[src/rtl/jtcop_obj_scan_if.sv]
// Draw-request bus between the object table scanner (master) and the object
// draw unit (slave).
//   draw      master->slave  one-cycle request strobe
//   draw_busy slave->master  draw unit busy, rises the cycle after draw
//   tile_id   master->slave  tile code of the requested row
//   veff      master->slave  pixel row inside the tile
//   hflip     master->slave  horizontal flip
//   tile_pal  master->slave  palette
//   hpos      master->slave  object x position
interface jtcop_obj_scan_if;
  logic        draw;
  logic        draw_busy;
  logic [10:0] tile_id;
  logic [3:0]  veff;
  logic        hflip;
  logic [3:0]  tile_pal;
  logic [8:0]  hpos;

  modport master (
    output draw, tile_id, veff, hflip, tile_pal, hpos,
    input  draw_busy
  );

  modport slave (
    input  draw, tile_id, veff, hflip, tile_pal, hpos,
    output draw_busy
  );
endinterface

[src/rtl/jtcop_obj_scan.sv]
// Object table scanner. On every line_start it walks the object table and,
// for each enabled object whose vertical extent covers vrender, issues one
// draw request for the 16-px tile row hit by the line. Requests are paced
// with the draw unit's busy handshake.
// Ports:
//   clk, rst_n   clock, asynchronous active-low reset
//   line_start   one-cycle pulse, starts/restarts the scan
//   vrender      line being rendered (stable while scanning)
//   tbl_addr     object table address {obj[7:0], word[1:0]}
//   tbl_dout     table data, one-cycle read latency
//   scan_done    high from end of scan until the next line_start
//   req          draw-request bus (master side)
module jtcop_obj_scan #(
  parameter int OBJN = 256
) (
  input  logic               clk,
  input  logic               rst_n,
  input  logic               line_start,
  input  logic [8:0]         vrender,
  output logic [9:0]         tbl_addr,
  input  logic [15:0]        tbl_dout,
  output logic               scan_done,
  jtcop_obj_scan_if.master   req
);

  localparam logic [7:0] LAST_OBJ = 8'(OBJN - 1);

  typedef enum logic [3:0] {
    IDLE, W0, CHK, W1, C1, W2, C2, ISSUE, GUARD, BUSY, NEXT
  } state_t;

  state_t      state;
  logic [7:0]  obj;

  logic        draw_r;
  logic [10:0] tile_id_r;
  logic [3:0]  veff_r;
  logic        hflip_r;
  logic [3:0]  tile_pal_r;
  logic [8:0]  hpos_r;

  // Per-object fields captured from w0/w1 while the object is processed
  logic [8:0]  vdiff_l;
  logic [1:0]  h_l;
  logic        vflip_l;
  logic        hflip_l;
  logic [10:0] code_l;

  logic [8:0]  vdiff_now;

  // Vertical distance from the object top, modulo 512 so objects that
  // straddle the bottom of the 9-bit line space wrap onto the top lines.
  function automatic logic [8:0] vdist(input logic [8:0] line, input logic [8:0] y);
    return line - y;
  endfunction

  // Object covers the line when its 16-line tile row index is below the
  // object height in tiles (1, 2, 4 or 8).
  function automatic logic obj_visible(input logic en, input logic [8:0] vdiff,
                                       input logic [1:0] h);
    logic [4:0] rows;
    rows = 5'd1 << h;
    return en && (vdiff[8:4] < rows);
  endfunction

  // Tile row within the object, flipped vertically when requested.
  function automatic logic [2:0] tile_row(input logic [2:0] vsub, input logic [1:0] h,
                                          input logic vflip);
    logic [3:0] rows;
    logic [2:0] mask;
    logic [2:0] r;
    rows = 4'd1 << h;
    mask = 3'(rows - 4'd1);
    r    = vsub & mask;
    return vflip ? (mask - r) : r;
  endfunction

  assign vdiff_now = vdist(vrender, tbl_dout[8:0]);

  assign req.draw     = draw_r;
  assign req.tile_id  = tile_id_r;
  assign req.veff     = veff_r;
  assign req.hflip    = hflip_r;
  assign req.tile_pal = tile_pal_r;
  assign req.hpos     = hpos_r;

  always_ff @(posedge clk or negedge rst_n) begin
    if (!rst_n) begin
      state      <= IDLE;
      obj        <= '0;
      tbl_addr   <= '0;
      scan_done  <= 1'b1;
      draw_r     <= 1'b0;
      tile_id_r  <= '0;
      veff_r     <= '0;
      hflip_r    <= 1'b0;
      tile_pal_r <= '0;
      hpos_r     <= '0;
    end else if (line_start) begin
      // Restart from any state. A draw strobe already on the bus this cycle
      // has been seen by the draw unit; its busy period still gates ISSUE.
      state     <= W0;
      obj       <= '0;
      tbl_addr  <= '0;
      scan_done <= 1'b0;
      draw_r    <= 1'b0;
    end else begin
      draw_r <= 1'b0;
      case (state)
        IDLE: ;
        W0:   state <= CHK;
        CHK: begin
          if (obj_visible(tbl_dout[15], vdiff_now, tbl_dout[12:11])) begin
            tbl_addr <= {obj, 2'b01};
            state    <= W1;
          end else begin
            state <= NEXT;
          end
        end
        W1:   state <= C1;
        C1: begin
          tbl_addr <= {obj, 2'b10};
          state    <= W2;
        end
        W2:   state <= C2;
        C2: begin
          tile_id_r  <= code_l + {8'd0, tile_row(vdiff_l[6:4], h_l, vflip_l)};
          veff_r     <= vdiff_l[3:0] ^ {4{vflip_l}};
          hflip_r    <= hflip_l;
          tile_pal_r <= tbl_dout[15:12];
          hpos_r     <= tbl_dout[8:0];
          state      <= ISSUE;
        end
        ISSUE: begin
          if (!req.draw_busy) begin
            draw_r <= 1'b1;
            state  <= GUARD;
          end
        end
        // draw_busy only rises the cycle after draw, so it is not trusted here
        GUARD: state <= BUSY;
        BUSY: begin
          if (!req.draw_busy) state <= NEXT;
        end
        NEXT: begin
          if (obj == LAST_OBJ) begin
            scan_done <= 1'b1;
            state     <= IDLE;
          end else begin
            obj      <= obj + 8'd1;
            tbl_addr <= {obj + 8'd1, 2'b00};
            state    <= W0;
          end
        end
        default: state <= IDLE;
      endcase
    end
  end

  // Data-only captures; always written before use within an object
  always_ff @(posedge clk) begin
    if (state == CHK) begin
      vdiff_l <= vdiff_now;
      h_l     <= tbl_dout[12:11];
      vflip_l <= tbl_dout[14];
      hflip_l <= tbl_dout[13];
    end
    if (state == C1) begin
      code_l <= tbl_dout[10:0];
    end
  end

endmodule

[src/flat_wrapper.sv]
// flat-port wrapper written by rule: the top's interface ports become plain ports
module jtcop_obj_scan_flat 
#(
  parameter int OBJN = 256
)
  (clk, rst_n, line_start, vrender, tbl_addr, tbl_dout, scan_done, req_draw, req_tile_id, req_veff, req_hflip, req_tile_pal, req_hpos, req_draw_busy);
  jtcop_obj_scan_if req_i ();
  input  logic clk;
  input  logic rst_n;
  input  logic line_start;
  input  logic [8:0] vrender;
  output logic [9:0] tbl_addr;
  input  logic [15:0] tbl_dout;
  output logic scan_done;
  output wire logic [$bits(req_i.draw)-1:0] req_draw;
  output wire logic [$bits(req_i.tile_id)-1:0] req_tile_id;
  output wire logic [$bits(req_i.veff)-1:0] req_veff;
  output wire logic [$bits(req_i.hflip)-1:0] req_hflip;
  output wire logic [$bits(req_i.tile_pal)-1:0] req_tile_pal;
  output wire logic [$bits(req_i.hpos)-1:0] req_hpos;
  input wire logic [$bits(req_i.draw_busy)-1:0] req_draw_busy;
  assign req_draw = req_i.draw;
  assign req_tile_id = req_i.tile_id;
  assign req_veff = req_i.veff;
  assign req_hflip = req_i.hflip;
  assign req_tile_pal = req_i.tile_pal;
  assign req_hpos = req_i.hpos;
  assign req_i.draw_busy = req_draw_busy;
  jtcop_obj_scan #(.OBJN(OBJN)) u_core (.clk(clk), .rst_n(rst_n), .line_start(line_start), .vrender(vrender), .tbl_addr(tbl_addr), .tbl_dout(tbl_dout), .scan_done(scan_done), .req(req_i));
endmodule
[config.mk]
export PLATFORM = sky130hd
export DESIGN_NAME = jtcop_obj_scan_flat
export DESIGN_NICKNAME = d
export VERILOG_FILES = /design/src/rtl/jtcop_obj_scan_if.sv /design/src/rtl/jtcop_obj_scan.sv /design/src/flat_wrapper.sv
export SDC_FILE = /design/constraint.sdc
export NUM_CORES = 1
export LEC_CHECK = 0
export ABC_AREA = 1
export CAP_MARGIN = 20
export CELL_PAD_IN_SITES_DETAIL_PLACEMENT = 1
export CELL_PAD_IN_SITES_GLOBAL_PLACEMENT = 1
export CORE_ASPECT_RATIO = 1.75
export CORE_MARGIN = 3
export CORE_UTILIZATION = 32
export CTS_BUF_LIST = sky130_fd_sc_hd__clkbuf_4 sky130_fd_sc_hd__clkbuf_8 sky130_fd_sc_hd__clkbuf_16
export DETAILED_ROUTE_END_ITERATION = 10
export GPL_TIMING_DRIVEN = 0
export PLACE_DENSITY_LB_ADDON = 0.25
export SLEW_MARGIN = 25
export SYNTH_ARGS = -nofsm -noshare
export SYNTH_HDL_FRONTEND = slang
export SYNTH_SLANG_ARGS = --single-unit
[constraint.sdc]
create_clock -name clk -period 5.34 [get_ports clk]
set_input_delay 1.068 -clock clk [delete_from_list [all_inputs] [get_ports clk]]
set_output_delay 1.068 -clock clk [all_outputs]
set_load 0.01 [all_outputs]
==> qor.csv <==
metric,value,unit
CTS max path bufs,2,
Cell Rows,52,
Ys Warns,0,
Initial Util,0.330,
Avg WL per Cell,16.2,um
CP Capture Type,register,
post-synthesis register bit count,75,
WS Path Type,primary input to register,
# IOs,70,
met3 wire length,295,um
GRT Total Usage,0.168,
Post-DRT Antenna Nets,0,
syn avg cell area,8.90,um2
Critical Path RT,5570,ps
Worst-Skew Late Latency,340,ps
first-pass GRT wire length,17.1,mm
DRC violations left,0,
clk root buf,clkbuf_16,
part of the cycle the worst path needs,0.739,
Synth area leaders,"dfrtp_1, edfxtp_1, nand2_1",
unique cell type count in the Yosys netlist,35,
CTS Sinks,75,
PortBufs,68,
Min-Delay Path Class,register to register,
Final nets,563,
Die Wd,89.1,um
Vias,3244,
min cycle time layout,3950,ps
number of buffers created by CTS,9,
type of origin of the critical path,primary input,
worst-path maximum fanout,10,
final slew viol count,0,
leak pwr,2.31,nW
cts-stage hold buffer count,0,
Setup Buffers After CTS,0,
Pwr Total,0.00210,W
initial antenna violation count,0,
CTS resizes,0,
sequential fraction of the synthesis area,0.514,
status,finished clean,
Post-Syn Instances,435,
DRT Pass-1 Iters,4,
RSZ-0062 raised after global routing,no,
largest net degree at the start of global routing,38,
vias in the first global route,3604,
DR iter-0 viols,56,
"area leader, netlist",dfrtp_1,
wire length on met2,6.16,mm
dpl hpwl,8.34,mm
Place WS,1030,ps
core area,11700,um2
Die Area,13500,um2
routability cong.,0.756,
CTS tree,built,
crit path DAT,4170,ps
Clock Skews,5.74,ps
measured slew at the worst slew-check pin,767,ps
P&R area growth vs syn,30.6,%
hold slack,451,ps
fin util,0.432,
Clock transition at path regs,60,ps
Slew headroom,0.488,
Post-Syn Nets,483,
Die H,151,um
top cell type's share of synthesized area,0.336,
Peak Freq,0.253,GHz
antenna cells,0,
final hold viol count,0,
final setup violation count,0,
Filler cells,1373,
vias per cell,4.95,
DRT Wirelength,10.6,mm
final setup TNS,0,ps
Top Metal Used,met4,
mapped cell area,3870,um2
total gr overflow,0,
H-tree depth,3,
"Worst Setup Slack, final",1390,ps
worst vdd ir,0.165,mV
power per cell area,416,nW/um2
# Max-Cap Violations,0,
routed metal-1 wire length,3.97,mm
layout cell share with drive strength beyond 1,0.0981,
## synthesized netlist by cell type
master,instances
o211ai_1,1
nand3_4,1
a31oi_1,1
inv_2,6
o21ai_1,12
nand4_1,14
o21ai_0,27
nor2_2,4
nand2_2,3
nor2_8,1
o22ai_1,6
or2_2,3
nor3_2,1
o31ai_1,3
xnor2_1,8
nand3_1,22
a21oi_1,14
nor2_1,27
buf_2,6
dfstp_2,1
xor2_1,7
nor2_4,2
conb_1,2
nor3_1,2
dfrtp_1,52
edfxtp_1,22
ha_1,17
fa_1,2
clkbuf_1,2
nand2_4,2
inv_4,1
a21oi_2,1
nand2_1,116
inv_1,45
a22oi_1,1
## through the flow
| stage | instances | area [um2] |
|---|---|---|
| after floorplan | 435 | 3870 |
| after global placement | 638 | 4720 |
| after detailed placement | 639 | 4740 |
| after CTS | 655 | 5050 |
| after global routing | 655 | 5050 |
| final | 655 | 5050 |
## logic make-up (layout without fill, tap and decap cells)
kind of cell | after synthesis | in the layout | synth area share
and+or+nand+nor | 198 | 198 | 0.232
DFF | 75 | 75 | 0.514
AOI/OAI and AO/OA | 66 | 66 | 0.0918
buffers and inverters | 60 | 145 | 0.0608
adders and majority gates | 19 | 19 | 0.0653
xor gates and xnor gates | 15 | 15 | 0.0339
other | 2 | 2 | 0.00194
## worst paths after layout
kind | start | to | slack (ps) | cells after the start
worst min-delay path | u_core.hflip_l | u_core.req.hflip | 450 | 2
min in group asynchronous | rst_n | u_core.obj[7] | 600 | 1
worst max-delay path | tbl_dout[2] | u_core.tbl_addr[2] | 1390 | 21
worst max register to register | u_core.vflip_l | u_core.req.tile_id[9] | 2530 | 15
worst min register to register | u_core.hflip_l | u_core.req.hflip | 450 | 2
max in group asynchronous | rst_n | u_core.req.veff[0] | 4250 | 2
## cells in the final DEF, fill, tap and decap left out, types with 2 or more instances in the layout
cell | Yosys | routed
o31ai_1 | 3 | 3
inv_1 | 45 | 45
nor2_1 | 27 | 26
buf_2 | 6 | 6
nand2_1 | 116 | 116
o21ai_0 | 27 | 27
clkbuf_1 | 2 | 2
nand2_2 | 3 | 3
xor2_1 | 7 | 7
nor2_4 | 2 | 2
xnor2_1 | 8 | 8
fa_1 | 2 | 2
ha_1 | 17 | 17
nand3_1 | 22 | 22
or2_2 | 3 | 3
clkbuf_16 | 0 | 10
dfrtp_1 | 52 | 52
clkbuf_8 | 0 | 3
nand4_1 | 14 | 14
edfxtp_1 | 22 | 22
conb_1 | 2 | 2
inv_2 | 6 | 6
o21ai_1 | 12 | 12
a21oi_1 | 14 | 14
nor3_1 | 2 | 2
clkdlybuf4s50_1 | 0 | 67
o22ai_1 | 6 | 6
nand2_4 | 2 | 2
nor2_2 | 4 | 5
## flip-flops by register name (all words and copies together) (netlist names)
signal / count
u_core.code_l: 11
u_core.h_l: 2
u_core.hflip_l: 1
u_core.obj: 8
u_core.req.draw: 1
u_core.req.hflip: 1
u_core.req.hpos: 9
u_core.req.tile_id: 11
u_core.req.tile_pal: 4
u_core.req.veff: 4
u_core.scan_done: 1
u_core.state: 4
u_core.tbl_addr: 10
u_core.vdiff_l: 7
u_core.vflip_l: 1
## metal layers
metal  track usage  vias to the layer above
met5             0                        -
met4        0.0723                        0
met3        0.0249                       15
met2         0.326                       61
met1         0.169                     1578
li1              -                     1590
## critical path: stages
cell	delay [ps]
clkdlybuf4s50_1	500
inv_1	70
ha_1	350
a21oi_1	180
o21ai_0	150
nand2_1	100
nand2_1	50
a21oi_1	180
o21ai_0	100
nand2_1	80
nand2_1	50
nand2_1	60
nand2_1	60
ha_1	200
or2_2	300
a21oi_2	120
nand2_2	100
nand2_4	140
nand3_4	150
nand2_1	100
nand2_1	50
## where the power goes
part	internal [W]	switching, W	total (W)
clock network	0.000387	0.000238	0.000626
registers	0.000738	0.0000825	0.000821
logic	0.000316	0.000339	0.000655
total	0.00144	0.000660	0.00210
## area by class of cell
type	count	area, um2	share of cell area
Inverter	52	198	0.0391
Timing Repair Buffer	69	698	0.138
Multi-Input combinational cell	300	1650	0.326
Clock buffer	14	299	0.0592
Buffer	8	37.5	0.00743
Sequential cell	75	1990	0.393
Tap cell	135	169	0.0334
Clock inverter	2	16.3	0.00322
Power figures use the tool's default switching activity.
